--- src/rtl/fetch_pkg.sv ---
// Shared constants and types for the instruction fetch front end.
package fetch_pkg;

   localparam int unsigned XLEN = 32;
   localparam logic [XLEN-1:0] PC_STEP = 32'd4;
   localparam logic [XLEN-1:0] RESET_PC_DEFAULT = 32'h0000_0000;

   typedef enum logic [1:0] {
      BOOT  = 2'd0,
      RUN   = 2'd1,
      DRAIN = 2'd2
   } fetch_state_e;

   typedef struct packed {
      logic [XLEN-1:0] pc;
      logic [XLEN-1:0] instr;
   } fetch_entry_t;

   localparam int unsigned ENTRY_W = $bits(fetch_entry_t);

endpackage

--- src/rtl/fetch_prefetch_unit_if.sv ---
// Memory request/response, redirect and decode-side signals of the fetch unit.
interface fetch_prefetch_unit_if #(
   parameter int unsigned DEPTH = 4
);
   import fetch_pkg::*;

   localparam int unsigned CNT_W = $clog2(DEPTH) + 1;

   logic             imem_req_valid;
   logic [XLEN-1:0]  imem_req_addr;
   logic             imem_req_ready;
   logic             imem_rsp_valid;
   logic [XLEN-1:0]  imem_rsp_data;
   logic             redirect_valid;
   logic [XLEN-1:0]  redirect_pc;
   logic             id_ready;
   logic             fetch_valid;
   logic [XLEN-1:0]  fetch_pc;
   logic [XLEN-1:0]  fetch_instr;
   logic [CNT_W-1:0] inflight;

   modport master (
      output imem_req_valid, imem_req_addr, fetch_valid, fetch_pc, fetch_instr, inflight,
      input  imem_req_ready, imem_rsp_valid, imem_rsp_data, redirect_valid, redirect_pc,
             id_ready
   );

   modport slave (
      input  imem_req_valid, imem_req_addr, fetch_valid, fetch_pc, fetch_instr, inflight,
      output imem_req_ready, imem_rsp_valid, imem_rsp_data, redirect_valid, redirect_pc,
             id_ready
   );

endinterface

--- src/rtl/fetch_fifo.sv ---
// Power-of-two synchronous FIFO with flush; a push into a full FIFO is taken only
// together with a pop.
module fetch_fifo #(
   parameter int unsigned DEPTH = 4,
   parameter int unsigned WIDTH = 32
) (
   input  logic                     clk,
   input  logic                     rst_n,
   input  logic                     push,
   input  logic [WIDTH-1:0]         push_data,
   input  logic                     pop,
   input  logic                     flush,
   output logic [WIDTH-1:0]         head_c,
   output logic [$clog2(DEPTH):0]   count,
   output logic                     empty_c,
   output logic                     full_c
);

   localparam int unsigned AW = $clog2(DEPTH);
   localparam int unsigned CW = AW + 1;

   logic [WIDTH-1:0] mem_q [DEPTH];
   logic [AW-1:0]    wr_ptr_q;
   logic [AW-1:0]    rd_ptr_q;
   logic [CW-1:0]    count_q;
   logic             do_push;
   logic             do_pop;

   assign empty_c = (count_q == '0);
   assign full_c  = (count_q == CW'(DEPTH));
   assign do_pop  = pop && !empty_c && !flush;
   assign do_push = push && (!full_c || do_pop) && !flush;

   always_ff @(posedge clk or negedge rst_n) begin
      if (!rst_n) begin
         mem_q    <= '{default: '0};
         wr_ptr_q <= '0;
         rd_ptr_q <= '0;
         count_q  <= '0;
      end else if (flush) begin
         wr_ptr_q <= '0;
         rd_ptr_q <= '0;
         count_q  <= '0;
      end else begin
         if (do_push) begin
            mem_q[wr_ptr_q] <= push_data;
            wr_ptr_q        <= wr_ptr_q + AW'(1);
         end
         if (do_pop) begin
            rd_ptr_q <= rd_ptr_q + AW'(1);
         end
         count_q <= count_q + CW'(do_push) - CW'(do_pop);
      end
   end

   assign head_c = mem_q[rd_ptr_q];
   assign count  = count_q;

endmodule

--- src/rtl/fetch_prefetch_unit.sv ---
// Credit-based instruction prefetcher feeding the IF/ID register; redirects flush
// the buffer and drain responses still owed by the memory.
module fetch_prefetch_unit
   import fetch_pkg::*;
#(
   parameter logic [XLEN-1:0] RESET_PC = RESET_PC_DEFAULT,
   parameter int unsigned     DEPTH    = 4
) (
   input  logic                  clk,
   input  logic                  reset,
   fetch_prefetch_unit_if.master bus
);

   localparam int unsigned CNT_W = $clog2(DEPTH) + 1;
   localparam int unsigned SUM_W = CNT_W + 1;

   fetch_state_e     state_q, state_d;
   logic [XLEN-1:0]  next_pc_q, next_pc_d;
   logic [CNT_W-1:0] inflight_q, inflight_d;
   logic [CNT_W-1:0] drop_cnt_q, drop_cnt_d;
   logic             req_valid_q, req_valid_d;
   logic [CNT_W-1:0] data_count_d;

   logic             redirect;
   logic             req_fire;
   logic             rsp_fire;
   logic             discard;
   logic             data_push;
   logic             data_pop;

   logic [XLEN-1:0]  rsp_pc;
   logic [CNT_W-1:0] addr_count;
   logic             addr_empty;
   logic             addr_full;
   logic [ENTRY_W-1:0] data_head;
   logic [CNT_W-1:0] data_count;
   logic             data_empty;
   logic             data_full;
   fetch_entry_t     push_entry;
   fetch_entry_t     head_entry;

   assign redirect  = bus.redirect_valid;
   assign req_fire  = req_valid_q && bus.imem_req_ready;
   // A response with nothing outstanding is a protocol error and is dropped here.
   assign rsp_fire  = bus.imem_rsp_valid && !addr_empty;
   assign discard   = redirect || (state_q == DRAIN);
   assign data_push = rsp_fire && !discard;
   assign data_pop  = !data_empty && bus.id_ready && !redirect;

   assign push_entry.pc    = rsp_pc;
   assign push_entry.instr = bus.imem_rsp_data;
   assign head_entry       = fetch_entry_t'(data_head);

   // Addresses of accepted requests, consumed in order by responses (kept or dropped).
   fetch_fifo #(
      .DEPTH (DEPTH),
      .WIDTH (XLEN)
   ) u_addr_q (
      .clk       (clk),
      .rst_n     (reset),
      .push      (req_fire),
      .push_data (next_pc_q),
      .pop       (rsp_fire),
      .flush     (1'b0),
      .head_c    (rsp_pc),
      .count     (addr_count),
      .empty_c   (addr_empty),
      .full_c    (addr_full)
   );

   fetch_fifo #(
      .DEPTH (DEPTH),
      .WIDTH (ENTRY_W)
   ) u_data_q (
      .clk       (clk),
      .rst_n     (reset),
      .push      (data_push),
      .push_data (push_entry),
      .pop       (data_pop),
      .flush     (redirect),
      .head_c    (data_head),
      .count     (data_count),
      .empty_c   (data_empty),
      .full_c    (data_full)
   );

   always_ff @(posedge clk or negedge reset) begin
      if (!reset) begin
         state_q     <= BOOT;
         next_pc_q   <= RESET_PC;
         inflight_q  <= '0;
         drop_cnt_q  <= '0;
         req_valid_q <= 1'b0;
      end else begin
         state_q     <= state_d;
         next_pc_q   <= next_pc_d;
         inflight_q  <= inflight_d;
         drop_cnt_q  <= drop_cnt_d;
         req_valid_q <= req_valid_d;
      end
   end

   always_comb begin
      state_d      = state_q;
      next_pc_d    = next_pc_q;
      drop_cnt_d   = drop_cnt_q;
      inflight_d   = inflight_q + CNT_W'(req_fire) - CNT_W'(rsp_fire);
      data_count_d = data_count + CNT_W'(data_push) - CNT_W'(data_pop);

      if (req_fire) begin
         next_pc_d = next_pc_q + PC_STEP;
      end
      if ((drop_cnt_q != '0) && rsp_fire) begin
         drop_cnt_d = drop_cnt_q - CNT_W'(1);
      end

      unique case (state_q)
         BOOT:    state_d = RUN;
         RUN:     state_d = RUN;
         DRAIN:   if (drop_cnt_d == '0) state_d = RUN;
         default: state_d = BOOT;
      endcase

      // Redirect overrides everything; requests still owed (including one firing now) get dropped.
      if (redirect) begin
         next_pc_d    = {bus.redirect_pc[XLEN-1:2], 2'b00};
         drop_cnt_d   = inflight_d;
         data_count_d = '0;
         state_d      = (inflight_d != '0) ? DRAIN : RUN;
      end

      req_valid_d = (state_d != BOOT) &&
                    ((SUM_W'(inflight_d) + SUM_W'(data_count_d)) < SUM_W'(DEPTH));
   end

   assign bus.imem_req_valid = req_valid_q;
   assign bus.imem_req_addr  = next_pc_q;
   assign bus.fetch_valid    = !data_empty;
   assign bus.fetch_pc       = head_entry.pc;
   assign bus.fetch_instr    = head_entry.instr;
   assign bus.inflight       = inflight_q;

   always_ff @(posedge clk) begin
      if (reset) begin
         rsp_without_request: assert (!(bus.imem_rsp_valid && (inflight_q == '0)));
         addr_queue_overflow: assert (!(req_fire && addr_full));
         data_queue_overflow: assert (!(data_push && data_full && !data_pop));
         addr_queue_tracks:   assert (addr_count == inflight_q);
      end
   end

endmodule

--- src/flat_wrapper.sv ---
// flat-port wrapper written by rule: the top's interface ports become plain ports
module fetch_prefetch_unit_flat import fetch_pkg::*;
#(
   parameter logic [XLEN-1:0] RESET_PC = RESET_PC_DEFAULT,
   parameter int unsigned     DEPTH    = 4
)
  (clk, reset, bus_imem_req_valid, bus_imem_req_addr, bus_fetch_valid, bus_fetch_pc, bus_fetch_instr, bus_inflight, bus_imem_req_ready, bus_imem_rsp_valid, bus_imem_rsp_data, bus_redirect_valid, bus_redirect_pc, bus_id_ready);
  fetch_prefetch_unit_if #(.DEPTH(DEPTH)) bus_i ();
  input  logic clk;
  input  logic reset;
  output wire logic [$bits(bus_i.imem_req_valid)-1:0] bus_imem_req_valid;
  output wire logic [$bits(bus_i.imem_req_addr)-1:0] bus_imem_req_addr;
  output wire logic [$bits(bus_i.fetch_valid)-1:0] bus_fetch_valid;
  output wire logic [$bits(bus_i.fetch_pc)-1:0] bus_fetch_pc;
  output wire logic [$bits(bus_i.fetch_instr)-1:0] bus_fetch_instr;
  output wire logic [$bits(bus_i.inflight)-1:0] bus_inflight;
  input wire logic [$bits(bus_i.imem_req_ready)-1:0] bus_imem_req_ready;
  input wire logic [$bits(bus_i.imem_rsp_valid)-1:0] bus_imem_rsp_valid;
  input wire logic [$bits(bus_i.imem_rsp_data)-1:0] bus_imem_rsp_data;
  input wire logic [$bits(bus_i.redirect_valid)-1:0] bus_redirect_valid;
  input wire logic [$bits(bus_i.redirect_pc)-1:0] bus_redirect_pc;
  input wire logic [$bits(bus_i.id_ready)-1:0] bus_id_ready;
  assign bus_imem_req_valid = bus_i.imem_req_valid;
  assign bus_imem_req_addr = bus_i.imem_req_addr;
  assign bus_fetch_valid = bus_i.fetch_valid;
  assign bus_fetch_pc = bus_i.fetch_pc;
  assign bus_fetch_instr = bus_i.fetch_instr;
  assign bus_inflight = bus_i.inflight;
  assign bus_i.imem_req_ready = bus_imem_req_ready;
  assign bus_i.imem_rsp_valid = bus_imem_rsp_valid;
  assign bus_i.imem_rsp_data = bus_imem_rsp_data;
  assign bus_i.redirect_valid = bus_redirect_valid;
  assign bus_i.redirect_pc = bus_redirect_pc;
  assign bus_i.id_ready = bus_id_ready;
  fetch_prefetch_unit #(.RESET_PC(RESET_PC), .DEPTH(DEPTH)) u_core (.clk(clk), .reset(reset), .bus(bus_i));
endmodule
--- config.mk ---
export PLATFORM = sky130hd
export DESIGN_NAME = fetch_prefetch_unit_flat
export DESIGN_NICKNAME = d
export VERILOG_FILES = /design/src/rtl/fetch_pkg.sv /design/src/rtl/fetch_prefetch_unit_if.sv /design/src/rtl/fetch_fifo.sv /design/src/rtl/fetch_prefetch_unit.sv /design/src/flat_wrapper.sv
export SDC_FILE = /design/constraint.sdc
export NUM_CORES = 1
export LEC_CHECK = 0
export ABC_CLOCK_PERIOD_IN_PS = 5600
export CAP_MARGIN = 40
export CORE_MARGIN = 10
export CORE_UTILIZATION = 40
export DETAILED_ROUTE_END_ITERATION = 16
export PLACE_DENSITY = 0.66
export SETUP_SLACK_MARGIN = 0.02
export SLEW_MARGIN = 20
export SYNTH_ARGS = -nofsm -noshare
export SYNTH_HDL_FRONTEND = slang
export SYNTH_SLANG_ARGS = --single-unit
--- constraint.sdc ---
create_clock -name clk -period 5.6 [get_ports clk]
set_input_delay 0.84 -clock clk [delete_from_list [all_inputs] [get_ports clk]]
set_output_delay 0.84 -clock clk [all_outputs]
set_load 0.02 [all_outputs]
Word level (Yosys, flattened, before mapping)
Cells that the tools add are included.

operators by class
  add/sub/neg operators = 15
  multiply operators = 0
  div/mod/pow operators = 0
  order comparisons = 7
  equality and inequality tests = 4
  shifts and indexed selects = 0
  multiplexer cells = 26
  bitwise operators = 5
  reductions and logical operators = 36

operators with widths
  kind                   count
  $bwmux 256             1
  $mux 64                3
  $mux 32                5
  $bmux 64 s2            1
  $bwmux 128             1
  $demux 64 s2           1
  $bmux 32 s2            1
  $demux 32 s2           1
  $add 32x3->32 const B  1
  $logic_and 1x1->1      15
  $mux 2                 7
  $add 3x1->3            4
  $ge 3x3->1 const B     4
  $mux 3                 4
  $not 2->3              4
  $sub 3x1->3            4
  $logic_not 3->1        3
  $add 2x1->2 const B    4
  $reduce_bool 2->1      4
  $eq 3x3->1 const B     2
  $logic_not 1->1        6
  $lt 3x1->1 const B     2
  $reduce_bool 3->1      2
  $add 3x3->4            1
  10 further kinds       12

storage, ports and cells
  register bits = 439
  latch bits = 0
  RAM bits = 0
  bits in read-only memories = 0
  input port bits = 70
  word-level logic and storage cells = 112
  memories kept = 0

Depth between registers and ports, before layout
Gate-level depths: netlist of the first run.

  depth in word-level cells = 12
  mapped depth = 13

By module
From an unflattened synthesis of the first run, not the netlist that was laid out.

unflattened totals
  cells, all modules = 1295
  area, all modules = 21779.6 um^2

modules (own cells, without submodules)
  module                         instances  cells each  area an instance (um^2)
  fetch_fifo at u_core.u_data_q  1          666         12741.0
  fetch_fifo at u_core.u_addr_q  1          360         6625.1
  fetch_prefetch_unit            1          269         2413.6

Worst setup path before layout of the first run
No wires, ideal clock.

  path kind = input to register
  start = in bus_redirect_valid
  end = reg u_core.req_valid_q, in the netlist u_core.bus.imem_req_valid
  data arrival time = 3385 ps
  data required time = 5529 ps
  path slack = 2144 ps
  stages on the path = 13
  path buffers = 2
  cell sequence = clkbuf_1 > clkbuf_1 > nor2_1 > ha_1 > inv_1 > ha_1 > fa_1 > xor2_1 > nor2_1 > ha_1 > or3_1 > a41o_1 > nor2_1

between the ends
  word-level cells in the longest chain between the ends = 9

RTL lines
  element                       RTL line                    source
  from (decl)                   flat_wrapper.sv:20          input wire logic [$bits(bus_i.redirect_valid)-1:0] bus_redirect_valid;
  $logic_or 1x1->1              fetch_prefetch_unit.sv:46   assign discard = redirect || (state_q == DRAIN);
  $logic_not 1->1               fetch_prefetch_unit.sv:47   assign data_push = rsp_fire && !discard;
  $logic_and 1x1->1             fetch_prefetch_unit.sv:47
  $add 3x1->3                   fetch_prefetch_unit.sv:108  data_count_d = data_count + CNT_W'(data_push) - CNT_W'(data_pop);
  $sub 3x1->3                   fetch_prefetch_unit.sv:108
  $mux 3                        fetch_prefetch_unit.sv:125  if (redirect) begin
  $add 3x3->4                   fetch_prefetch_unit.sv:133  ((SUM_W'(inflight_d) + SUM_W'(data_count_d)) < SUM_W'(DEPTH));
  $lt 4x3->1                    fetch_prefetch_unit.sv:133
  $logic_and 1x1->1 *           fetch_prefetch_unit.sv:132  req_valid_d = (state_d != BOOT) &&
  named net u_core.req_valid_d  fetch_prefetch_unit.sv:21   logic req_valid_q, req_valid_d;
  to (signal assigned)          fetch_prefetch_unit.sv:99   req_valid_q <= req_valid_d;
  to (decl)                     fetch_prefetch_unit.sv:21

The timed path passes the listed nets; every way through them passes the cells marked *.
A chain may end at the register's enable or synchronous reset.

Worst setup path after layout of the first run
  start = reg u_core.u_data_q.rd_ptr_q[0]
  end = out bus_fetch_instr[18]

between the ends
  word-level cells in the longest chain between the ends = 4

RTL lines
  element                                     RTL line            source
  from (decl)                                 fetch_fifo.sv:24    logic [AW-1:0] rd_ptr_q;
  from (signal assigned)                      fetch_fifo.sv:50    rd_ptr_q <= rd_ptr_q + AW'(1);
  $not 2->3 (not written as such)             fetch_fifo.sv:56    assign head_c = mem_q[rd_ptr_q];
  $bmux 64 s2                                 fetch_fifo.sv:56
  $mux 64 (not written as such) (2 in a row)  fetch_fifo.sv:56
  to (decl)                                   flat_wrapper.sv:15  output wire logic [$bits(bus_i.fetch_instr)-1:0] bus_fetch_instr;

No other way between the ends. The select of a mux whose other input is x is not followed.

==> flow_summary.yaml, run 1 <==
timing:
  fin_crit_ns: 3.828
  tns_ns: 0
  fmax_ghz: 0.2613
  slew_headroom_pct: 37.38
  worst_pin_slew_ns: 0.9393
  finalCritPeriodShare_pct: 68.35
  rsz0062_at_grt: "false"
  fin_worst_skew_ns: 0.02718
  setup_violations: 0
  final_max_slew_viol_count: 0
  worst_slack_ns: 1.772
  finalHoldViolCount: 0
global_routing:
  grt_use_met1_pct: 20.56
  grt_max_degree: 132
  grt-ovfl-total: 0
  top_usage_layer: "met2"
  grt.total_usage_pct: 15.77
  grt_pass1_vias: 11927
  use_met3_pct: 3.726
  grt_use_met2_pct: 25.41
  grt_pass1_wl_um: 70360
  grt_antenna_before_repair: 0
yosys:
  muxShareOfSynthArea_pct: 32.89
  synth_top_family_by_area: "multiplexers"
  syn-cell-area_um2: 18960
  synth_top_flop_cell: "dfrtp_1"
  syn_inst: 1245
  yosys_warnings: 0
  netlist_top_cells_area: "dfrtp_1, mux2_2, mux4_2, mux2_1, ha_1"
  ys_types: 45
  ys_ff_latch: 421
  synth_top_area_share_pct: 55.56
  async_flop_share_pct: 100.0
  ys_seq_area_share_pct: 55.56
  yosys.cell_count.top_type: "dfrtp_1"
  synth_xor_xnor_area_share_pct: 1.109
  synth-compound-area-share_pct: 1.980
  avgSynthCellArea_um2: 15.23
  yosys.area_share.adder_pct: 1.808
  synth_edf_count: 0
  synth-simple-area-share_pct: 3.985
  synth_common_cells: "dfrtp_1, mux2_2, mux4_2"
  yosys.area.top_type: "dfrtp_1"
setup_path:
  crit_chain: "buf_16 -> buf_4 -> mux4_2 -> clkdlybuf4s50_1"
  worstPathArrival_ns: 2.99
  criticalPathCategory: "flip-flop to output port"
  startpoint_type: "flip-flop"
  crit_required_ns: 4.76
  crit_path_max_fanout: 28
  max_stage_delay_ns: 0.66
  crit_path_end_kind: "output port"
  slowest_stage: "dfrtp_4"
finish:
  areaGrowthSynthToFinish_pct: 20.54
  nets: 1492
  seq_area_um2: 10540
  final_cell_count_no_fill: 2037
  fillers: 4055
  drive_above_1_share_pct: 37.90
  diodes: 0
  multi_input_comb_area_um2: 7976
clock_network:
  clk_latency_ns: 0.59
  htree_levels: 2
  worst_setup_hold_path_clk_slew_ns: 0.06
  cts.path.max_buffers: 3
  cts_resized: 0
  cts_made_buffers: 46
  postCtsSetupRepairBufs: 0
  clock-sinks: 421
  cts_root_buffer: "clkbuf_16"
  cts_tree: "yes"
  ctsHoldBuffers: 0
power_and_ir_drop:
  pwr_density_cell_nw_per_um2: 566.5
  ir_drop_mv: 0.3214
  power.leakage_nw: 10.01
route:
  drtIter0Drc: 513
  wire_per_inst_um: 21.86
  wirelength_um: 44520
  dr.pass1.iters: 5
  ant_nets: 0
  vias_per_cell: 5.464
  drt_drc_violations_left: 0
  vias: 11131
floorplan:
  ios: 171
  chipWidth_um: 237.7
  initial_core_util_pct: 40.56
  die_h_um: 237.7
  core_um2: 46750
  dieArea_um2: 56510
  placementRows: 79
flow_run:
  cap_viol_max_count: 0
worst_hold_path:
  hp-class: "input port to asynchronous set/reset pin"
outcome:
  status: "finished clean"
placement:
  placed_cells: 1955
  gp_congestion: 0.7660
  numPortBuffers: 164
  post-place-ws_ns: 1.531
  place_hpwl_um: 29230
==> logic make-up (layout without fill, tap and decap cells) <==
logic type	after synthesis	count (layout)
compound gates	58	58
buf+inv	116	298
flops	421	421
fa+ha+maj	25	25
simple gates	138	138
mux	462	462
other cells	1	4
xor+xnor	24	24
==> worst max-delay path: cells and delay by family, from the launching register on <==
| kind | cells | cell delay [ns] |
|---|---|---|
| DFF | 1 | 0.66 |
| muxes | 1 | 0.55 |
| buffers and inverters | 3 | 1.18 |
==> cell usage in the layout (no fill, tap or decap), types with 13 or more instances in the layout <==
master,n
nand4_1,15
buf_4,13
mux2_2,340
nor2_1,27
clkbuf_1,15
ha_1,21
xor2_1,13
clkdlybuf4s50_1,162
o21ai_0,20
or4_1,14
a31oi_1,16
nand2_1,30
mux2_1,29
clkbuf_16,46
dfrtp_1,417
inv_1,27
mux4_2,92
o31ai_1,13
==> power breakdown <==
part           switching (mW)  internal (mW)  total, mW
Clock                    1.23           1.68       2.91
Combinational            2.18           2.80       4.98
Sequential              0.753           4.30       5.06
==> state kept, by name (all words and copies together), names as in the netlist <==
register and cells:
u_core.drop_cnt_q 3, u_core.u_addr_q.wr_ptr_q 2, u_core.u_data_q.count 3, u_core.u_addr_q.rd_ptr_q 2
u_core.bus.imem_req_addr 30, u_core.u_addr_q.mem_q 120, u_core.u_data_q.wr_ptr_q 2, u_core.u_data_q.mem_q 248
u_core.bus.imem_req_valid 1, u_core.bus.inflight 3, u_core.u_addr_q.count 3, u_core.state_q 2
u_core.u_data_q.rd_ptr_q 2
==> layout make-up <==
type | count | share of cell area [%]
Tap cell | 607 | 3.323
Clock buffer | 69 | 5.764
Sequential cell | 421 | 46.12
Multi-Input combinational cell | 711 | 34.90
Timing Repair Buffer | 189 | 8.824
Clock inverter | 12 | 0.6076
Inverter | 28 | 0.4598
==> final timing paths <==
kind	start	depth (start not counted)	end	slack (ns)
worst max-delay path	u_core.u_data_q.rd_ptr_q[0]	4	bus_fetch_instr[18]	1.77
worst max register to register	u_core.u_addr_q.count[1]	11	u_core.bus.imem_req_valid	1.88
worst min-delay path	reset	1	u_core.u_data_q.mem_q[220]	0.37
worst min register to register	u_core.u_data_q.mem_q[131]	1	u_core.u_data_q.mem_q[131]	0.49
min in group clk	u_core.u_data_q.mem_q[131]	1	u_core.u_data_q.mem_q[131]	0.49
max in group asynchronous	reset	2	u_core.u_data_q.mem_q[131]	3.92
==> routing by layer <==
metal | wire (µm) | vias to the layer above | share of wire [%]
li1 | - | 4913 | -
met1 | 19640 | 5858 | 44
met2 | 20930 | 277 | 47
met3 | 2663 | 83 | 6.0
met4 | 1287 | 0 | 2.9
met5 | 0 | - | 0
==> metrics by stage <==
| step | hold slack, ns | utilization, % | total power [mW] | cell area, µm² |
|---|---|---|---|---|
| final | 0.3659 | 48.89 | 12.95 | 22860 |
| after global routing | 0.4024 | 48.89 | 13.71 | 22860 |
| after CTS | 0.3775 | 48.83 | 13.14 | 22830 |
| after detailed placement | 0.4798 | 45.71 | 10.16 | 21370 |
| after global placement | 0.4684 | 45.26 | 9.889 | 21160 |
| after floorplan | 0.4587 | - | 8.253 | 18970 |
Power figures use the tool's default switching activity.
==> run 2, diff against run 1 <==
- ABC_CLOCK_PERIOD_IN_PS: 5600 -> 3400
- PLACE_DENSITY: 0.66 -> 0.68
- clock period: 5.6 -> 3.4 ns (I/O delays scaled with it)
==> run 2 against run 1 <==
Against the previous run:
- combinational power grew 69%
- die area unchanged
- sequential power grew 63%
- register-to-register slack lost 1.6 ns
- clock power up 81%
- global-route usage rose by 0.15 points
- critical path depth is 8 higher
- worst setup slack worse by 1.5 ns
- cell count up 1.1%
- largest cell class unchanged
- largest power group is now combinational cells
==> flow_summary.yaml, run 2 (synthesized netlist as in run 1, its figures left out) <==
finish:
  areaGrowthSynthToFinish_pct: 22.70
  regMostFlops: "u_core.u_data_q.mem_q"
  final_cell_count_no_fill: 2060
  diodes: 0
  fillers: 3966
  drive_above_1_share_pct: 38.75
  most-common-layout-cells: "dfrtp_1, mux2_2, clkdlybuf4s50_1"
  nets: 1514
  layout_commonest_cell: "dfrtp_1"
  largest_register_ffs: 248
setup_path:
  critical_path_cell_count: 12
  crit_required_ns: 3.90
  max_stage_delay_ns: 0.45
  r2r_end: "u_core.bus.imem_req_valid"
  r2r_start: "u_core.u_addr_q.count[1]"
  crit_path_max_fanout: 6
  worst_r2r_path_depth: 12
  ff2ff_setup_slack_ns: 0.29
  criticalPathCategory: "flip-flop to flip-flop"
  path_delay_family: "adder cells"
  cpMostUsedCell: "ha_1"
  startpoint_type: "flip-flop"
  cp-startpoint: "u_core.u_addr_q.count[1]"
  crit_path_end_kind: "flip-flop"
  worstPathArrival_ns: 3.61
  slowest_stage: "dfrtp_1"
  crit_chain: "o31ai_2 -> buf_4 -> inv_1 -> ha_1 -> inv_1 -> ha_1 -> fa_1 -> xnor2_1 -> ha_1 -> or3_1 -> a41o_1 -> nor2_1"
  crit_buf_inv: 3
  crit_end: "u_core.bus.imem_req_valid"
clock_network:
  cts_root_buffer: "clkbuf_16"
  worst_setup_hold_path_clk_slew_ns: 0.06
  htree_levels: 2
  cts_resized: 0
  clk_latency_ns: 0.58
  clock-sinks: 421
  cts_made_buffers: 47
  cts.path.max_buffers: 3
  cts_tree: "yes"
floorplan:
  chipWidth_um: 237.7
  core_um2: 46750
  dieArea_um2: 56510
  initial_core_util_pct: 40.56
  die_h_um: 237.7
  placementRows: 79
  ios: 171
timing:
  fin_crit_ns: 3.107
  finalHoldViolCount: 0
  finalCritPeriodShare_pct: 91.39
  rsz0062_at_grt: "false"
  worst_pin_slew_ns: 0.7484
  fin_worst_skew_ns: 0.01705
  slew_headroom_pct: 49.73
  final_max_slew_viol_count: 0
  fmax_ghz: 0.3218
  setup_violations: 0
global_routing:
  grt.total_usage_pct: 15.92
  grt_antenna_before_repair: 0
  grt_max_degree: 102
  grt-ovfl-total: 0
  grt_pass1_wl_um: 71480
  grt_pass1_vias: 12379
placement:
  numPortBuffers: 164
  place_hpwl_um: 29700
  gp_congestion: 0.7951
  placed_cells: 1974
flow_run:
  cap_viol_max_count: 0
power_and_ir_drop:
  power.share.sequential_pct: 37.7
  combinationalPowerShare_pct: 38.3
  pwr-share-clk_pct: 24.0
  power.leakage_nw: 10.23
  swShare_pct: 31.24
  pwr_density_cell_nw_per_um2: 943.1
  power_mw: 21.94
  internal_power_mw: 15.09
  power_switching_mw: 6.855
  ir_drop_mv: 0.4356
route:
  wirelength_um: 44490
  ant_nets: 0
  drt_drc_violations_left: 0
  wire_per_inst_um: 21.60
  vias: 11109
  dr.pass1.iters: 6
  vias_per_cell: 5.393
  drtIter0Drc: 523
worst_hold_path:
  hp-class: "flip-flop to flip-flop"
outcome:
  status: "finished clean"
run 2: per-layer routing:
metal / global-route usage, % / up-vias / wire (µm)
met2: 26.61 / 198 / 21530
met3: 3.945 / 52 / 2388
met5: 0 / - / 0
met1: 20.56 / 5911 / 19840
met4: 3.612 / 0 / 733
li1: - / 4948 / -
run 2: repair_timing:
| item | CTS | global route |
|---|---|---|
| setup buffers | 2 | 0 |
| hold buffers | 1 | 0 |
| setup endpoints to repair | 1 | 0 |
| endpoints found under the hold margin | 62 | 0 |
run 2: worst min path at each step:
| stage | to | cells past startpoint | slack (ns) | from |
|---|---|---|---|---|
| 2_1_floorplan | u_core.bus.imem_req_addr[10] | 0 | 0.21 | reset |
| 3_3_place_gp | u_core.u_data_q.mem_q[90] | 1 | 0.47 | u_core.u_data_q.mem_q[90] |
| 3_5_place_dp | u_core.u_data_q.mem_q[154] | 1 | 0.48 | u_core.u_data_q.mem_q[154] |
| 4_1_cts | u_core.bus.imem_req_addr[15] | 3 | 0.46 | bus_redirect_pc[15] |
| 5_1_grt | u_core.bus.imem_req_addr[5] | 3 | 0.49 | bus_redirect_pc[5] |
| 6_report | u_core.u_data_q.mem_q[136] | 1 | 0.49 | u_core.u_data_q.mem_q[136] |
run 2: power groups by stage:
stage / combinational, mW / clock, mW / sequential (mW)
after global placement: 8.23 / 0 / 8.25
final: 8.41 / 5.26 / 8.27
after CTS: 8.58 / 5.43 / 8.26
after detailed placement: 8.42 / 0 / 8.40
after global routing: 9.08 / 5.64 / 8.53
after floorplan: 5.69 / 0 / 7.91
run 2: through the flow:
step | cell area (µm²) | TNS [ns] | setup WS (ns) | util, % | hold WS [ns]
floorplan | 18970 | 0 | 0.1721 | - | 0.2144
global placement | 21590 | -0.1645 | -0.1645 | 46.17 | 0.4684
detailed placement | 21590 | -0.1813 | -0.1813 | 46.17 | 0.4802
CTS | 23270 | 0 | 0.2805 | 49.76 | 0.4555
global route | 23270 | 0 | 0.1359 | 49.76 | 0.4916
finish | 23270 | 0 | 0.2927 | 49.76 | 0.4875
run 2: cell type report:
| type | count | area [µm²] | share of cell area, % |
|---|---|---|---|
| clock buffers | 73 | 1435 | 6.168 |
| well taps | 607 | 759.5 | 3.264 |
| repair buffers | 210 | 2265 | 9.734 |
| inverters | 28 | 105.1 | 0.4517 |
| multi-input cells | 711 | 7966 | 34.24 |
| clock inverters | 10 | 193.9 | 0.8336 |
| flip-flops and latches | 421 | 10540 | 45.31 |
run 2: worst register-to-register path, delay by kind of cell (launching register included):
kind	cells	cell delay [ns]
and+or+nand+nor	2	0.45
DFF	1	0.45
adders and majority gates	4	1.12
buffers and inverters	3	0.31
xor gates and xnor gates	1	0.22
AOI/OAI and AO/OA	2	0.50
